`src/rtl/fpu_div_issue_pkg.sv`:
```
// fpu_div_issue_pkg: shared FP types, core status types and issue-state constants
package fpu_div_issue_pkg;
  typedef logic [15:0] fp16_t;
  typedef logic [31:0] fp32_t;
  typedef struct packed {
    logic lt;
    logic eq;
    logic gt;
    logic unordered;
  } condCode_t;
  typedef struct packed {
    logic invalid;
    logic divByZero;
    logic overflow;
    logic underflow;
    logic inexact;
  } opStatusFlag_t;
  localparam logic [1:0] IDLE  = 2'd0;
  localparam logic [1:0] START = 2'd1;
  localparam logic [1:0] WAIT  = 2'd2;
  localparam logic [1:0] RESP  = 2'd3;
endpackage

```
`src/rtl/fpu_req_fifo.sv`:
```
// fpu_req_fifo: request buffer in front of the divider, registered ready
//   clock/reset  posedge clock, async active-high reset
//   push/din     write an entry (caller gates with ready)
//   pop          retire the head entry
//   dout         head entry, zero while empty
//   ready        count != DEPTH, registered
//   count        occupancy
module fpu_req_fifo #(
  parameter int DEPTH = 4,
  parameter int W = 36,
  localparam int AW = $clog2(DEPTH),
  localparam int CW = $clog2(DEPTH + 1)
) (
  input  logic          clock,
  input  logic          reset,
  input  logic          push,
  input  logic          pop,
  input  logic [W-1:0]  din,
  output logic [W-1:0]  dout,
  output logic          ready,
  output logic [CW-1:0] count
);
  logic [W-1:0]  mem [DEPTH];
  logic [AW-1:0] wr_ptr, rd_ptr;
  logic [CW-1:0] count_nxt;
  assign count_nxt = count + CW'(push) - CW'(pop);
  assign dout = count != '0 ? mem[rd_ptr] : '0;
  always_ff @(posedge clock)
    if (push) mem[wr_ptr] <= din;
  always_ff @(posedge clock or posedge reset)
    if (reset) begin
      wr_ptr <= '0;
      rd_ptr <= '0;
      count  <= '0;
      ready  <= 1'b1;
    end else begin
      wr_ptr <= push ? wr_ptr + AW'(1) : wr_ptr;
      rd_ptr <= pop ? rd_ptr + AW'(1) : rd_ptr;
      count  <= count_nxt;
      ready  <= count_nxt != CW'(DEPTH);
    end
endmodule

```
`src/rtl/fpu_div_issue.sv`:
```
// fpu_div_issue: queues divide requests and runs them one at a time through fpuDiv
//   clock/reset                 posedge clock, async active-high reset
//   req*                        valid/ready request: operands + tag
//   rsp*                        valid/ready response: quotient, tag, core status
//   divIn1/divIn2/divStart      to the core
//   divOut/divDone/divCond*/divFlags  from the core
//   busy                        queue non-empty or an op in progress
module fpu_div_issue
  import fpu_div_issue_pkg::*;
#(
  parameter type FP_T = fp16_t,
  parameter int DEPTH = 4,
  parameter int TAG_W = 4
) (
  input  logic          clock,
  input  logic          reset,
  input  logic          reqValid,
  output logic          reqReady,
  input  FP_T           reqIn1,
  input  FP_T           reqIn2,
  input  logic [TAG_W-1:0] reqTag,
  output logic          rspValid,
  input  logic          rspReady,
  output FP_T           rspOut,
  output logic [TAG_W-1:0] rspTag,
  output condCode_t     rspCondCodes,
  output opStatusFlag_t rspFlags,
  output FP_T           divIn1,
  output FP_T           divIn2,
  output logic          divStart,
  input  FP_T           divOut,
  input  logic          divDone,
  input  condCode_t     divCondCodes,
  input  opStatusFlag_t divFlags,
  output logic          busy
);
  localparam int FW = $bits(FP_T);
  localparam int EW = TAG_W + 2 * FW;
  localparam int CW = $clog2(DEPTH + 1);
  logic [1:0]    state, state_nxt;
  logic [EW-1:0] head;
  logic [CW-1:0] count;
  logic          push, pop;
  assign push = reqValid & reqReady;
  // The head is retired the moment its result is captured, so the queue frees
  // a slot while the response may still be waiting on the consumer.
  assign pop = state == WAIT && divDone;
  fpu_req_fifo #(.DEPTH(DEPTH), .W(EW)) u_fifo (
    .clock(clock),
    .reset(reset),
    .push(push),
    .pop(pop),
    .din({reqTag, reqIn2, reqIn1}),
    .dout(head),
    .ready(reqReady),
    .count(count)
  );
  assign divIn1   = FP_T'(head[FW-1:0]);
  assign divIn2   = FP_T'(head[2*FW-1:FW]);
  assign divStart = state == START;
  assign busy     = count != '0 || state != IDLE;
  always_comb
    state_nxt = state == IDLE  ? (count != '0 && !rspValid ? START : IDLE) :
                state == START ? WAIT :
                state == WAIT  ? (divDone ? RESP : WAIT) :
                                 (rspReady ? IDLE : RESP);
  always_ff @(posedge clock or posedge reset)
    if (reset) begin
      state        <= IDLE;
      rspValid     <= 1'b0;
      rspOut       <= '0;
      rspTag       <= '0;
      rspCondCodes <= '0;
      rspFlags     <= '0;
    end else begin
      state <= state_nxt;
      if (pop) begin
        rspValid     <= 1'b1;
        rspOut       <= divOut;
        rspTag       <= head[EW-1-:TAG_W];
        rspCondCodes <= divCondCodes;
        rspFlags     <= divFlags;
      end else if (state == RESP && rspReady) rspValid <= 1'b0;
    end
endmodule
```
`config.mk`:
```
export PLATFORM = sky130hd
export DESIGN_NAME = fpu_div_issue
export DESIGN_NICKNAME = d
export VERILOG_FILES = /design/src/rtl/fpu_div_issue_pkg.sv /design/src/rtl/fpu_req_fifo.sv /design/src/rtl/fpu_div_issue.sv
export SDC_FILE = /design/constraint.sdc
export NUM_CORES = 1
export LEC_CHECK = 0
export CORE_ASPECT_RATIO = 0.5
export CORE_UTILIZATION = 45
export DETAILED_ROUTE_END_ITERATION = 12
export PLACE_DENSITY = 0.7
export SLEW_MARGIN = 20
export SYNTH_ARGS = -nofsm -noshare
export SYNTH_HDL_FRONTEND = slang
export SYNTH_SLANG_ARGS = --single-unit
```
`constraint.sdc`:
```
create_clock -name clock -period 2.8 [get_ports clock]
set_input_delay 0.56 -clock clock [delete_from_list [all_inputs] [get_ports clock]]
set_output_delay 0.56 -clock clock [all_outputs]
set_load 0.02 [all_outputs]
```
**Word-level counts from Yosys, hierarchy flattened**

Memory sizes are Yosys's and may differ from the RTL's.
Index checks and enable logic that the tools add are counted.
W data, S select, Z words.

- $add $sub $neg: 4
- Multiplexer cells: 11
- Bitwise operators: 1
- Reductions and logical operators: 9
- Equal/unequal tests: 4

Operator list:

| kind | count |
|---|---|
| $mux W36 | 1 |
| $mux W2 | 4 |
| $mux W1 | 6 |
| $add A2 B1 Y2 const B | 2 |
| $eq A2 B2 Y1 const B | 2 |
| $reduce_bool A2 Y1 | 2 |
| $add A3 B1 Y3 | 1 |
| $logic_and A1 B1 Y1 | 3 |
| $ne A3 B3 Y1 const B | 1 |
| $reduce_bool A3 Y1 | 1 |
| $sub A3 B1 Y3 | 1 |
| $eq A2 B1 Y1 const B | 1 |
| $logic_not A2 Y1 | 1 |
| $and A1 B1 Y1 | 1 |
| $logic_not A1 Y1 | 1 |
| $logic_or A1 B1 Y1 | 1 |

- Memories: 1
- Output and inout port bits: 65
- Memory bits (writable): 144
- Input bits: 66
- Register bits: 40

Memory list:

| name | depth | width | read ports | clocked after memory_dff | wr ports | RTL line | source |
|---|---|---|---|---|---|---|---|
| u_fifo.mem | 4 | 36 | 1 | 0 | 1 | fpu_req_fifo.sv:23 | `logic [W-1:0] mem [DEPTH];` |

**Longest topological paths before layout**

Gate-level depths: netlist (run 1).

- Word-level depth: 4
- Gate-level depth with buffers: 11
- Depth with buffers taken out: 9

**Cells and area by module**

From an unflattened synthesis (run 1), not the netlist that was laid out.

- Cell total of the unflattened synthesis: 344
- Area, all modules: 7231.9 um^2

Modules (own cells, without submodules):

| module | seq. area each (um^2) | times used | area each (um^2) | cells an instance |
|---|---|---|---|---|
| fpu_req_fifo | 4525.6 | 1 | 5864.4 | 264 |
| fpu_div_issue | 800.8 | 1 | 1367.6 | 80 |

**Worst setup path before layout (run 1)**

Ideal clock, no wire load.

- Kind: input to register
- Start point: in divDone
- End point: reg u_fifo.ready
- Buffers on the path: 1
- Library setup time: 83 ps
- Data arrival time: 2299 ps
- Setup slack: 419 ps
- Data required time: 2717 ps
- Stages on the path: 10
- Cells stage by stage: nand3b_1 -> clkinv_1 -> buf_2 -> ha_1 -> inv_1 -> ha_1 -> fa_1 -> xnor2_1 -> xnor2_1 -> nand2_1

- Longest elaborated chain between the ends: 3

RTL lines:

| item | RTL line | source |
|---|---|---|
| start: declaration | fpu_div_issue.sv:32 | `input logic divDone,` |
| $logic_and A1 B1 Y1 | fpu_div_issue.sv:47 | `assign pop = state == WAIT && divDone;` |
| via pop | fpu_div_issue.sv:43 | `logic push, pop;` |
| $sub A3 B1 Y3 | fpu_req_fifo.sv:26 | `assign count_nxt = count + CW'(push) - CW'(pop);` |
| via u_fifo.count_nxt[2] | fpu_req_fifo.sv:25 | `logic [CW-1:0] count_nxt;` |
| $ne A3 B3 Y1 | fpu_req_fifo.sv:40 | `ready <= count_nxt != CW'(DEPTH);` |
| end signal: assignment | fpu_req_fifo.sv:40 |  |
| end: declaration | fpu_req_fifo.sv:20 | `output logic ready,` |

The timed path passes the listed nets, and every way through them passes these cells.
A chain may end at the register's enable or synchronous reset.

==> results of run 1 <==
==> cell usage in the layout (no fill, tap or decap) <==
cell type / Yosys / final
clkbuf_16: 0 / 17
xnor2_1: 5 / 5
a21oi_1: 1 / 1
inv_1: 8 / 8
clkinv_4: 0 / 1
bufinv_16: 0 / 1
clkdlybuf4s50_1: 0 / 98
dlygate4sd2_1: 0 / 28
nor3_4: 0 / 1
a22o_1: 4 / 4
o21ai_0: 2 / 2
o211ai_1: 1 / 1
fa_1: 1 / 1
nor2b_1: 33 / 33
nand3_1: 1 / 1
ha_1: 6 / 6
dfrtp_2: 0 / 2
nand3b_1: 1 / 1
inv_6: 0 / 5
nor2_1: 4 / 4
and3_1: 5 / 1
nand2_1: 82 / 82
mux4_2: 36 / 36
buf_12: 0 / 6
edfxtp_1: 144 / 144
dfrtp_1: 39 / 37
inv_8: 0 / 3
buf_4: 33 / 6
dlymetal6s2s_1: 0 / 4
buf_6: 3 / 1
o41ai_1: 1 / 1
and3_2: 0 / 4
clkinv_1: 1 / 2
clkinvlp_4: 0 / 2
dfstp_2: 1 / 1
clkbuf_1: 5 / 2
==> logic make-up after synthesis <==
group | synth area share
AOI/OAI and AO/OA | 0.00908
xor gates and xnor gates | 0.00600
adders and majority gates | 0.0130
buffers and inverters | 0.0513
DFF | 0.730
muxes | 0.111
and+or+nand+nor | 0.0799
==> layout make-up <==
type | instances | area, um^2
well taps | 204 | 255
clock inverters | 13 | 135
flip-flops and latches | 184 | 5330
inverters | 9 | 33.8
clock buffers | 19 | 433
fillers | 1175 | 6370
repair buffers | 143 | 1450
multi-input cells | 184 | 1610
==> registers in the layout, summed over array words and instances (netlist names) <==
name / cells
u_fifo.ready: 1
u_fifo.wr_ptr: 2
u_fifo.count: 3
rspOut: 16
u_fifo.mem: 144
rspFlags: 5
state: 2
rspCondCodes: 4
u_fifo.rd_ptr: 2
rspValid: 1
rspTag: 4
==> worst max-delay path, stage by stage, from the launching register on <==
cell           delay (ns)
dfrtp_2              0.38
buf_12               0.25
mux4_2               0.55
nor2b_1              0.16
dlygate4sd2_1        0.33
==> power by group through the flow <==
| stage | combinational (uW) | sequential [uW] | clock, uW |
|---|---|---|---|
| finish | 3910 | 3940 | 2320 |
| global placement | 4210 | 3970 | 0 |
| CTS | 4030 | 3950 | 2370 |
| floorplan | 2720 | 4170 | 0 |
| global route | 4250 | 4010 | 2490 |
| detailed placement | 4230 | 4000 | 0 |
==> how the worst max path moves through the flow <==
stage | startpoint | to | slack (ns)
2_1_floorplan | divDone | u_fifo.ready | 0.42
3_3_place_gp | divDone | u_fifo.ready | 0.25
3_5_place_dp | divDone | u_fifo.ready | 0.22
4_1_cts | u_fifo.rd_ptr[0] | divIn2[12] | 0.003
5_1_grt | u_fifo.rd_ptr[0] | divIn2[2] | 0.02
6_report | u_fifo.rd_ptr[0] | divIn2[2] | 0.12
==> routing by layer <==
| layer | routed length, um | vias up | global-route usage |
|---|---|---|---|
| li1 | - | 1754 | - |
| met2 | 6420 | 116 | 0.278 |
| met1 | 5730 | 1868 | 0.221 |
| met4 | 127 | 0 | 0.0539 |
| met5 | 0 | - | 0 |
| met3 | 768 | 10 | 0.0453 |
==> through the flow <==
stage | total power (uW) | hold WS [ns]
floorplan | 6890 | 0.497
global route | 10800 | 0.500
CTS | 10300 | 0.477
global placement | 8180 | 0.456
finish | 10200 | 0.472
detailed placement | 8230 | 0.461
==> impl_results.md, run 1 <==
- Status: completed
- Area share of the largest cell type after synthesis: 0.592
- DP HPWL: 7.83 mm
- VDD IR-drop max: 0.495 mV
- Crit path launch type: flip-flop
- Area grow syn2layout: 26.7%
- Crit path kind: flip-flop to output pin
- Reg-to-reg endpoint: u_fifo.ready
- Initial core utilization: 0.467
- Least-Margin Pin Slew: 0.515 ns
- Slack of the critical path: 0.116 ns
- Post-synth EDFFs: 144
- Slew margin rel.: 0.657
- CTS tree: built
- Setup Buffers After CTS: 0
- Max-cap violations: 0
- TritonRoute pass-1 iters: 4
- Leading area contributor after synthesis: edfxtp_1
- Clk_lat worst skew: 0.42 ns
- Clock power share: 0.228
- Die area: 16800 um^2
- Maximum clock frequency: 0.373 GHz
- Placed cell area: 8700 um^2
- Count of cell types in the netlist: 25
- CTS buffer count: 17
- Initial antenna violation count: 0
- Core ar.: 15600 um^2
- Mapped Nets: 499
- Mapped Area: 7300 um^2
- Placed Cells: 724
- Synth Flop Type: edfxtp_1
- Sequential share of power: 0.388
- DRT Wirelength: 13.1 mm
- PortBufs: 130
- Setup Skew: 0.00732 ns
- Final Hold Fails: 0
- Gpl congestion: 0.688
- Global route total overflow: 0
- Routed len/inst: 17.3 um
- Fin. max-slew vios: 0
- FF+latch count, synth: 184
- Synth top cells by count: edfxtp_1, nand2_1, dfrtp_1
- Worst Hold End: rspOut[2]
- Layout Nets: 612
- Avg Cell Area, Syn: 17.1 um^2
- First-pass GRT wire length: 21.1 mm
- 1st-iter DRT viols: 171
- Post-route cell area: 9250 um^2
- IO Count: 131
- Int Power: 6770 uW
- Post-synthesis sequential area ratio: 0.730
- Most frequent cell after synthesis: edfxtp_1
- CTS Hold Bufs: 0
- Layout cell share with drive strength beyond 1: 0.156
- R2r worst-path depth: 9
- Synth warnings: 0
- Via count: 3748
- Vias in the first global route: 3930
- LEAKAGE: 0.00347 uW
- Finish-stage setup viols: 0
- Clock Pin Slew Worst Setup and Hold Paths: 0.07 ns
- Die Height: 92.1 um
- Power share of the combinational group: 0.385
- Die width: 182 um
- Post-Synthesis Cells: 426
- CP Max Fanout: 31
- Crit path time final: 2.68 ns
- H-tree Lvls: 4
- Final Util: 0.592
- Worst Path Required: 2.24 ns
- Layout Cells excl Fill: 756
- Total negative slack: 0 ns
- Diodes inserted: 0
- Via density: 4.96
- CTS root buf: clkbuf_16
- Largest net degree at the start of global routing: 41
- Async SR Flop Fraction: 0.217
- RSZ-0062 raised after global routing: false
- Site Rows: 32
- Switching Share: 0.334
- Crit Reg-Reg Startpoint: state[0]
- Crit path DAT: 2.12 ns
- DRC violations left: 0
- PD cells: 1100 nW/um^2
- Critical Path Sink Type: output pin
- CTS max path bufs: 2
- Sw power: 3400 uW
- CTS resizes: 29
- Hold depth: 2
- Dominant cells by area after synthesis: edfxtp_1, dfrtp_1, mux4_2
- Crit share post-route: 0.959
- Clk sinks: 184
- Hold Crit Start: rspOut[2]
- Gr usage total: 0.169
- Place WS: 0.217 ns
- Worst hold-check path type: flip-flop to flip-flop
- Register-to-register setup slack: 0.74 ns
- Post-route ant nets: 0
Power figures use the tool's default switching activity.
==> run 2: changes to the inputs <==
- CELL_PAD_IN_SITES_DETAIL_PLACEMENT: not set -> 1
- CELL_PAD_IN_SITES_GLOBAL_PLACEMENT: not set -> 1
- CORE_UTILIZATION: 45 -> 44
- PLACE_DENSITY: 0.7 -> not set
- PLACE_DENSITY_LB_ADDON: not set -> 0.1
==> run 2 against run 1 <==
Fmax rose by 0.21%. First-iteration DRC count is 2.3% lower. Utilization fell by 0.25 points. Global-route usage up 1.9 points. Critical path type unchanged.
==> impl_results.md, run 2 (synthesis results as in run 1) <==
- Worst Path Required: 2.24 ns (about the same)
- Layout cell share with drive strength beyond 1: 0.157 (was 0.156)
- Crit path kind: flip-flop to output pin (unchanged)
- Clk sinks: 184 (unchanged)
- Total negative slack: 0 ns (unchanged)
- Clock power share: 0.232 (was 0.228)
- Gr usage total: 0.188 (was 0.169)
- CP Cell Sequence: buf_12, mux4_2, nor2b_1, dlygate4sd2_1 (unchanged)
- Post-route ant nets: 0 (unchanged)
- Die Height: 93.1 um (was 92.1 um)
- Int Power: 6890 uW (was 6770 uW)
- CTS root buf: clkbuf_16 (unchanged)
- Final Hold Fails: 0 (unchanged)
- Crit path time final: 2.68 ns (about the same)
- CTS buffer count: 17 (unchanged)
- 1st-iter DRT viols: 167 (was 171)
- H-tree Lvls: 4 (unchanged)
- CTS max path bufs: 2 (unchanged)
- IO Count: 131 (unchanged)
- Commonest non-fill, non-tap cells in the layout: edfxtp_1, clkdlybuf4s50_1, nand2_1 (unchanged)
- PD cells: 1120 nW/um^2 (was 1100 nW/um^2)
- VDD IR-drop max: 0.503 mV (was 0.495 mV)
- RSZ-0062 raised after global routing: false (unchanged)
- CTS tree: built (unchanged)
- Placed cell area: 8750 um^2 (was 8700 um^2)
- Crit Reg-Reg Startpoint: state[0] (unchanged)
- PortBufs: 130 (unchanged)
- Finish-stage setup viols: 0 (unchanged)
- Routed len/inst: 19.6 um (was 17.3 um)
- Clk_lat worst skew: 0.43 ns (was 0.42 ns)
- CP max-delay cell: mux4_2 (unchanged)
- LEAKAGE: 0.00348 uW (was 0.00347 uW)
- Least-Margin Pin Slew: 0.547 ns (was 0.515 ns)
- FILL cells: 1447 (was 1175)
- Area of the multi-input gates: 1610 um^2 (unchanged)
- Slew margin rel.: 0.635 (was 0.657)
- Area grow syn2layout: 27.8% (was 26.7%)
- Die width: 184 um (was 182 um)
- DRT Wirelength: 15.2 mm (was 13.1 mm)
- Core ar.: 15800 um^2 (was 15600 um^2)
- Max-cap violations: 0 (unchanged)
- Initial antenna violation count: 0 (unchanged)
- Crit share post-route: 0.957 (was 0.959)
- WP buf/inv: 2 (unchanged)
- Largest net degree at the start of global routing: 37 (was 41)
- Final Power: 10400 uW (was 10200 uW)
- Regs by FF count: u_fifo.mem x144, rspOut x16, rspFlags x5 (unchanged)
- Worst hold-check path type: input port to async pin (was flip-flop to flip-flop)
- Maximum clock frequency: 0.373 GHz (about the same)
- Sequential share of power: 0.380 (was 0.388)
- Crit path launch type: flip-flop (unchanged)
- DRC violations left: 0 (unchanged)
- Commonest non-fill, non-tap cell in the layout: edfxtp_1 (unchanged)
- Status: completed (unchanged)
- TritonRoute pass-1 iters: 5 (was 4)
- Layout Nets: 613 (was 612)
- Power share of the combinational group: 0.388 (was 0.385)
- Crit path DAT: 2.12 ns (about the same)
- Initial core utilization: 0.462 (was 0.467)
- Vias in the first global route: 4155 (was 3930)
- Biggest register: u_fifo.mem (unchanged)
- Site Rows: 32 (unchanged)
- CTS Hold Bufs: 0 (unchanged)
- Setup Skew: 0.0102 ns (was 0.00732 ns)
- Via count: 3868 (was 3748)
- Critical Path Sink Type: output pin (unchanged)
- Max reg flops: 144 (unchanged)
- Die area: 17100 um^2 (was 16800 um^2)
- Diodes inserted: 0 (unchanged)
- Clock Pin Slew Worst Setup and Hold Paths: 0.07 ns (about the same)
- CP Max Fanout: 17 (was 31)
- Gpl congestion: 0.716 (was 0.688)
- CP peak stage delay: 0.52 ns (was 0.55 ns)
- Post-route cell area: 9330 um^2 (was 9250 um^2)
- Crit. Startpoint: u_fifo.rd_ptr[0] (unchanged)
- DP HPWL: 9.21 mm (was 7.83 mm)
- First-pass GRT wire length: 23.3 mm (was 21.1 mm)
- Fin. max-slew vios: 0 (unchanged)
- Via density: 5.00 (was 4.96)
- Global route total overflow: 0 (unchanged)
- Switching Share: 0.339 (was 0.334)
- Register area: 5330 um^2 (unchanged)
- Sw power: 3530 uW (was 3400 uW)
- Top cell family by delay on the critical path: buffers and inverters (unchanged)
==> run 2: layout make-up <==
cell class | instances | share of cell area
inverter | 9 | 0.00362
sequential | 184 | 0.571
tap | 221 | 0.0296
clock buffer | 17 | 0.0456
clock inverter | 15 | 0.0173
multi-input combinational | 184 | 0.173
timing repair buffer | 144 | 0.160
==> run 2: final timing paths <==
kind	to	slack [ns]	cells past startpoint
worst max-delay path	divIn1[14]	0.12	4
worst min-delay path	rspOut[15]	0.47	2
worst max register to register	u_fifo.ready	0.70	9
worst min register to register	rspOut[4]	0.47	2
max in group asynchronous	u_fifo.ready	1.64	3
min in group clock	rspOut[4]	0.47	2
==> run 2: layer usage <==
metal  vias to the layer above  GRT usage  routed length, um
li1                       1755          -                  -
met1                      1984      0.246               7030
met2                       115      0.308               7170
met3                        14     0.0522                827
met4                         0     0.0597                131
met5                         -          0                  0
==> run 2: timing repair <==
item	in CTS	in global routing
resized for setup	30	2
cloned	0	1
setup buffers	0	0
setup endpoints to repair	30	8
endpoints found under the hold margin	0	0
==> run 2: power by group through the flow <==
stage,clock network (uW),registers (uW),logic [uW]
after floorplan,0,4170,2720
after global placement,0,3980,4280
after detailed placement,0,4020,4320
after CTS,2490,3970,4100
after global routing,2580,4030,4380
final,2420,3960,4040
==> run 2: through the flow <==
stage,setup slack (ns),hold WS (ns),utilization,cells
2_1_floorplan,0.419,0.497,-,426
3_3_place_gp,0.245,0.458,0.553,741
3_5_place_dp,0.190,0.462,0.553,741
4_1_cts,0.0232,0.478,0.588,773
5_1_grt,0.0439,0.493,0.590,774
6_report,0.121,0.469,0.590,774
==> run 3: changes to the inputs <==
- CORE_MARGIN: not set -> 5
- CORE_UTILIZATION: 44 -> 45
- SYNTH_HIERARCHICAL: not set -> 1
==> run 3 against run 2 <==
Die area rose by 10%. Combinational power increased by 13%. Clock power fell by 2%. Worst hold slack lost 0.056 ns. Register-to-register slack worse by 0.30 ns.
==> impl_results.md, run 3 <==
- Status: completed (unchanged)
- Largest net degree at the start of global routing: 38 (was 37)
- RSZ-0062 raised after global routing: false (unchanged)
- XOR/XNOR Fraction of Synth Area: 0.00692 (was 0.00600)
- Max-cap violations: 0 (unchanged)
- Clk_lat worst skew: 0.42 ns (was 0.43 ns)
- Final Hold Fails: 0 (unchanged)
- Worst hold-check path type: input port to async pin (unchanged)
- Switching Share: 0.324 (was 0.339)
- Max reg flops: 144 (unchanged)
- R2r worst-path depth: 8 (was 9)
- FILL cells: 1347 (was 1447)
- Clock Pin Slew Worst Setup and Hold Paths: 0.07 ns (about the same)
- 1st-iter DRT viols: 199 (was 167)
- Placed Cells: 675 (was 741)
- Least-Margin Pin Slew: 0.527 ns (was 0.547 ns)
- Crit path DAT: 2.12 ns (about the same)
- DRC violations left: 0 (unchanged)
- LEAKAGE: 0.00358 uW (was 0.00348 uW)
- Gr usage total: 0.173 (was 0.188)
- Clock power share: 0.216 (was 0.232)
- Initial core utilization: 0.464 (was 0.462)
- Setup Skew: 0.0124 ns (was 0.0102 ns)
- Layout Nets: 585 (was 613)
- Area share of the largest cell type after synthesis: 0.598 (was 0.592)
- Global route total overflow: 0 (unchanged)
- Finish-stage setup viols: 0 (unchanged)
- IO Count: 131 (unchanged)
- Synth warnings: 6 (was 0)
- Critical Path Sink Type: output pin (unchanged)
- Sw power: 3540 uW (was 3530 uW)
- Synth Flop Type: edfxtp_1 (unchanged)
- Regs by FF count: u_fifo/mem x144, rspOut x16, rspFlags x5 (was u_fifo.mem x144, rspOut x16, rspFlags x5)
- Async SR Flop Fraction: 0.217 (unchanged)
- Power share of the combinational group: 0.419 (was 0.388)
- Synth Area in Compound Gates: 0.00363 (was 0.00908)
- H-tree Lvls: 4 (unchanged)
- Vias in the first global route: 4218 (was 4155)
- Via density: 5.12 (was 5.00)
- Crit. Startpoint: u_fifo/rd_ptr[0] (was u_fifo.rd_ptr[0])
- Register-to-register setup slack: 0.40 ns (was 0.70 ns)
- Mapped Area: 7230 um^2 (was 7300 um^2)
- Post-synthesis sequential area ratio: 0.737 (was 0.730)
- Site Rows: 32 (unchanged)
- PD cells: 1140 nW/um^2 (was 1120 nW/um^2)
- Diodes inserted: 0 (unchanged)
- Layout Cells excl Fill: 729 (was 774)
- Core ar.: 15600 um^2 (was 15800 um^2)
- Commonest non-fill, non-tap cell in the layout: edfxtp_1 (unchanged)
- Crit path kind: flip-flop to output pin (unchanged)
- CTS tree: built (unchanged)
- Via count: 3733 (was 3868)
- Die width: 189 um (was 184 um)
- CTS max path bufs: 2 (unchanged)
- CTS buffer count: 17 (unchanged)
- Leading area contributor after synthesis: edfxtp_1 (unchanged)
- Int Power: 7400 uW (was 6890 uW)
- CP Max Fanout: 15 (was 17)
- Multiplexer area fraction after synthesis: 0.172 (was 0.111)
- Reg-to-reg endpoint: u_fifo/ready (was u_fifo.ready)
- Worst Path Required: 2.24 ns (about the same)
- FF+latch count, synth: 184 (unchanged)
- Register area: 5330 um^2 (unchanged)
- DRT Wirelength: 15.6 mm (was 15.2 mm)
- DP HPWL: 9.65 mm (was 9.21 mm)
- Mapped Nets: 417 (was 499)
- First-pass GRT wire length: 24.6 mm (was 23.3 mm)
- Most frequent cell after synthesis: edfxtp_1 (unchanged)
- Routed len/inst: 21.5 um (was 19.6 um)
- Adder-Cell Fraction of Synth Area: 0.0131 (was 0.0130)
- Synth Area in Simple Gates: 0.0474 (was 0.0799)
- Initial antenna violation count: 0 (unchanged)
- Crit share post-route: 0.958 (was 0.957)
- Slew margin rel.: 0.649 (was 0.635)
- Crit Reg-Reg Startpoint: u_fifo/ready (was state[0])
- Post-synth EDFFs: 144 (unchanged)
- Sequential share of power: 0.365 (was 0.380)
- CTS root buf: clkbuf_16 (unchanged)
- Worst setup endpoint: divIn1[7] (was divIn1[14])
- Count of cell types in the netlist: 29 (was 25)
- Layout cell share with drive strength beyond 1: 0.263 (was 0.157)
- CTS Hold Bufs: 0 (unchanged)
- Synth top cells by count: edfxtp_1, and2_1, dfrtp_1 (was edfxtp_1, nand2_1, dfrtp_1)
- Post-Synthesis Cells: 344 (was 426)
- Crit path launch type: flip-flop (unchanged)
- Avg Cell Area, Syn: 21.0 um^2 (was 17.1 um^2)
- Gpl congestion: 0.737 (was 0.716)
- Dominant cells by area after synthesis: edfxtp_1, dfrtp_1, mux4_2 (unchanged)
- TritonRoute pass-1 iters: 4 (was 5)
- Commonest non-fill, non-tap cells in the layout: edfxtp_1, clkdlybuf4s50_1, and2_1, dfrtp_1, mux4_2 (was edfxtp_1, clkdlybuf4s50_1, nand2_1)
- Area grow syn2layout: 32.4% (was 27.8%)
- Biggest register: u_fifo/mem (was u_fifo.mem)
- Post-route ant nets: 0 (unchanged)
- Maximum clock frequency: 0.373 GHz (about the same)
- Largest family of logic cells by synthesized area: multiplexers (unchanged)
- Final Util: 0.615 (was 0.590)
- Die Height: 99.6 um (was 93.1 um)
- Clk sinks: 184 (unchanged)
- VDD IR-drop max: 0.564 mV (was 0.503 mV)
- Crit path time final: 2.68 ns (about the same)
- Fin. max-slew vios: 0 (unchanged)
- PortBufs: 130 (unchanged)
- Area of the multi-input gates: 1760 um^2 (was 1610 um^2)
- Die area: 18900 um^2 (was 17100 um^2)
## run 3: changes by cell type after synthesis, moves of 4 or more
cell and delta:
a22o_1 -4, and2_1 +41, and3_1 -4, buf_4 -33, mux2_4 +28, nand2_1 -78
nor2b_1 -32, xnor2_1 -4
## run 3: final cells by class
cell class                 count  area share
clock buffer                  20      0.0456
inverter                      10     0.00392
clock inverter                12      0.0149
multi-input combinational    135       0.184
tap                          204      0.0267
timing repair buffer         164       0.169
sequential                   184       0.556
## run 3: worst max-delay path, stage by stage, from the launching register on
cell and delay [ns]:
dfrtp_2 0.42, buf_12 0.16, buf_4 0.15, mux4_2 0.48, and2_1 0.20, clkdlybuf4s15_1 0.30
## run 3: logic make-up (layout without fill, tap and decap cells)
family / after synthesis / count (layout)
xor+xnor: 4 / 4
buf+inv: 25 / 206
flops: 184 / 184
fa+ha+maj: 7 / 7
mux: 65 / 65
compound gates: 4 / 4
simple gates: 55 / 55
## run 3: what timing repair did
item | in CTS | in global routing
gates resized for setup | 36 | 2
buffers inserted | 6 | 16
endpoints found under the setup margin | 32 | 8
## run 3: power by group through the flow
stage | clock [uW] | sequential (uW) | combinational, uW
2_1_floorplan | 0 | 4230 | 2490
6_report | 2360 | 3990 | 4580
5_1_grt | 2560 | 4070 | 4890
3_5_place_dp | 0 | 4060 | 4630
3_3_place_gp | 0 | 3980 | 4540
4_1_cts | 2420 | 4000 | 4490
## run 3: metal layers
metal | share of wire | track usage | vias to the layer above
met3 | 0.055 | 0.0519 | 12
met1 | 0.45 | 0.229 | 1947
li1 | - | - | 1669
met5 | 0 | 0 | -
met2 | 0.48 | 0.284 | 105
met4 | 0.0085 | 0.0417 | 0
## run 3: worst min-delay path by stage
| stage | from | endpoint | slack, ns |
|---|---|---|---|
| after detailed placement | rspOut[8] | rspOut[8] | 0.50 |
| after global placement | rspOut[8] | rspOut[8] | 0.49 |
| after floorplan | reset | u_fifo/count[0] | 0.37 |
| after CTS | reset | rspTag[1] | 0.41 |
| after global routing | reset | rspTag[1] | 0.41 |
| final | reset | rspTag[1] | 0.41 |
## run 3: metrics by stage
step	setup TNS [ns]	instance area (um^2)	hold slack [ns]	setup slack [ns]	total power, uW
after floorplan	0	7230	0.375	0.345	6710
after global placement	0	8860	0.492	0.00706	8510
after detailed placement	-0.0673	8860	0.500	-0.0673	8680
after CTS	-0.00472	9450	0.408	-0.00472	10900
after global routing	0	9580	0.408	0.0240	11500
final	0	9580	0.414	0.117	10900
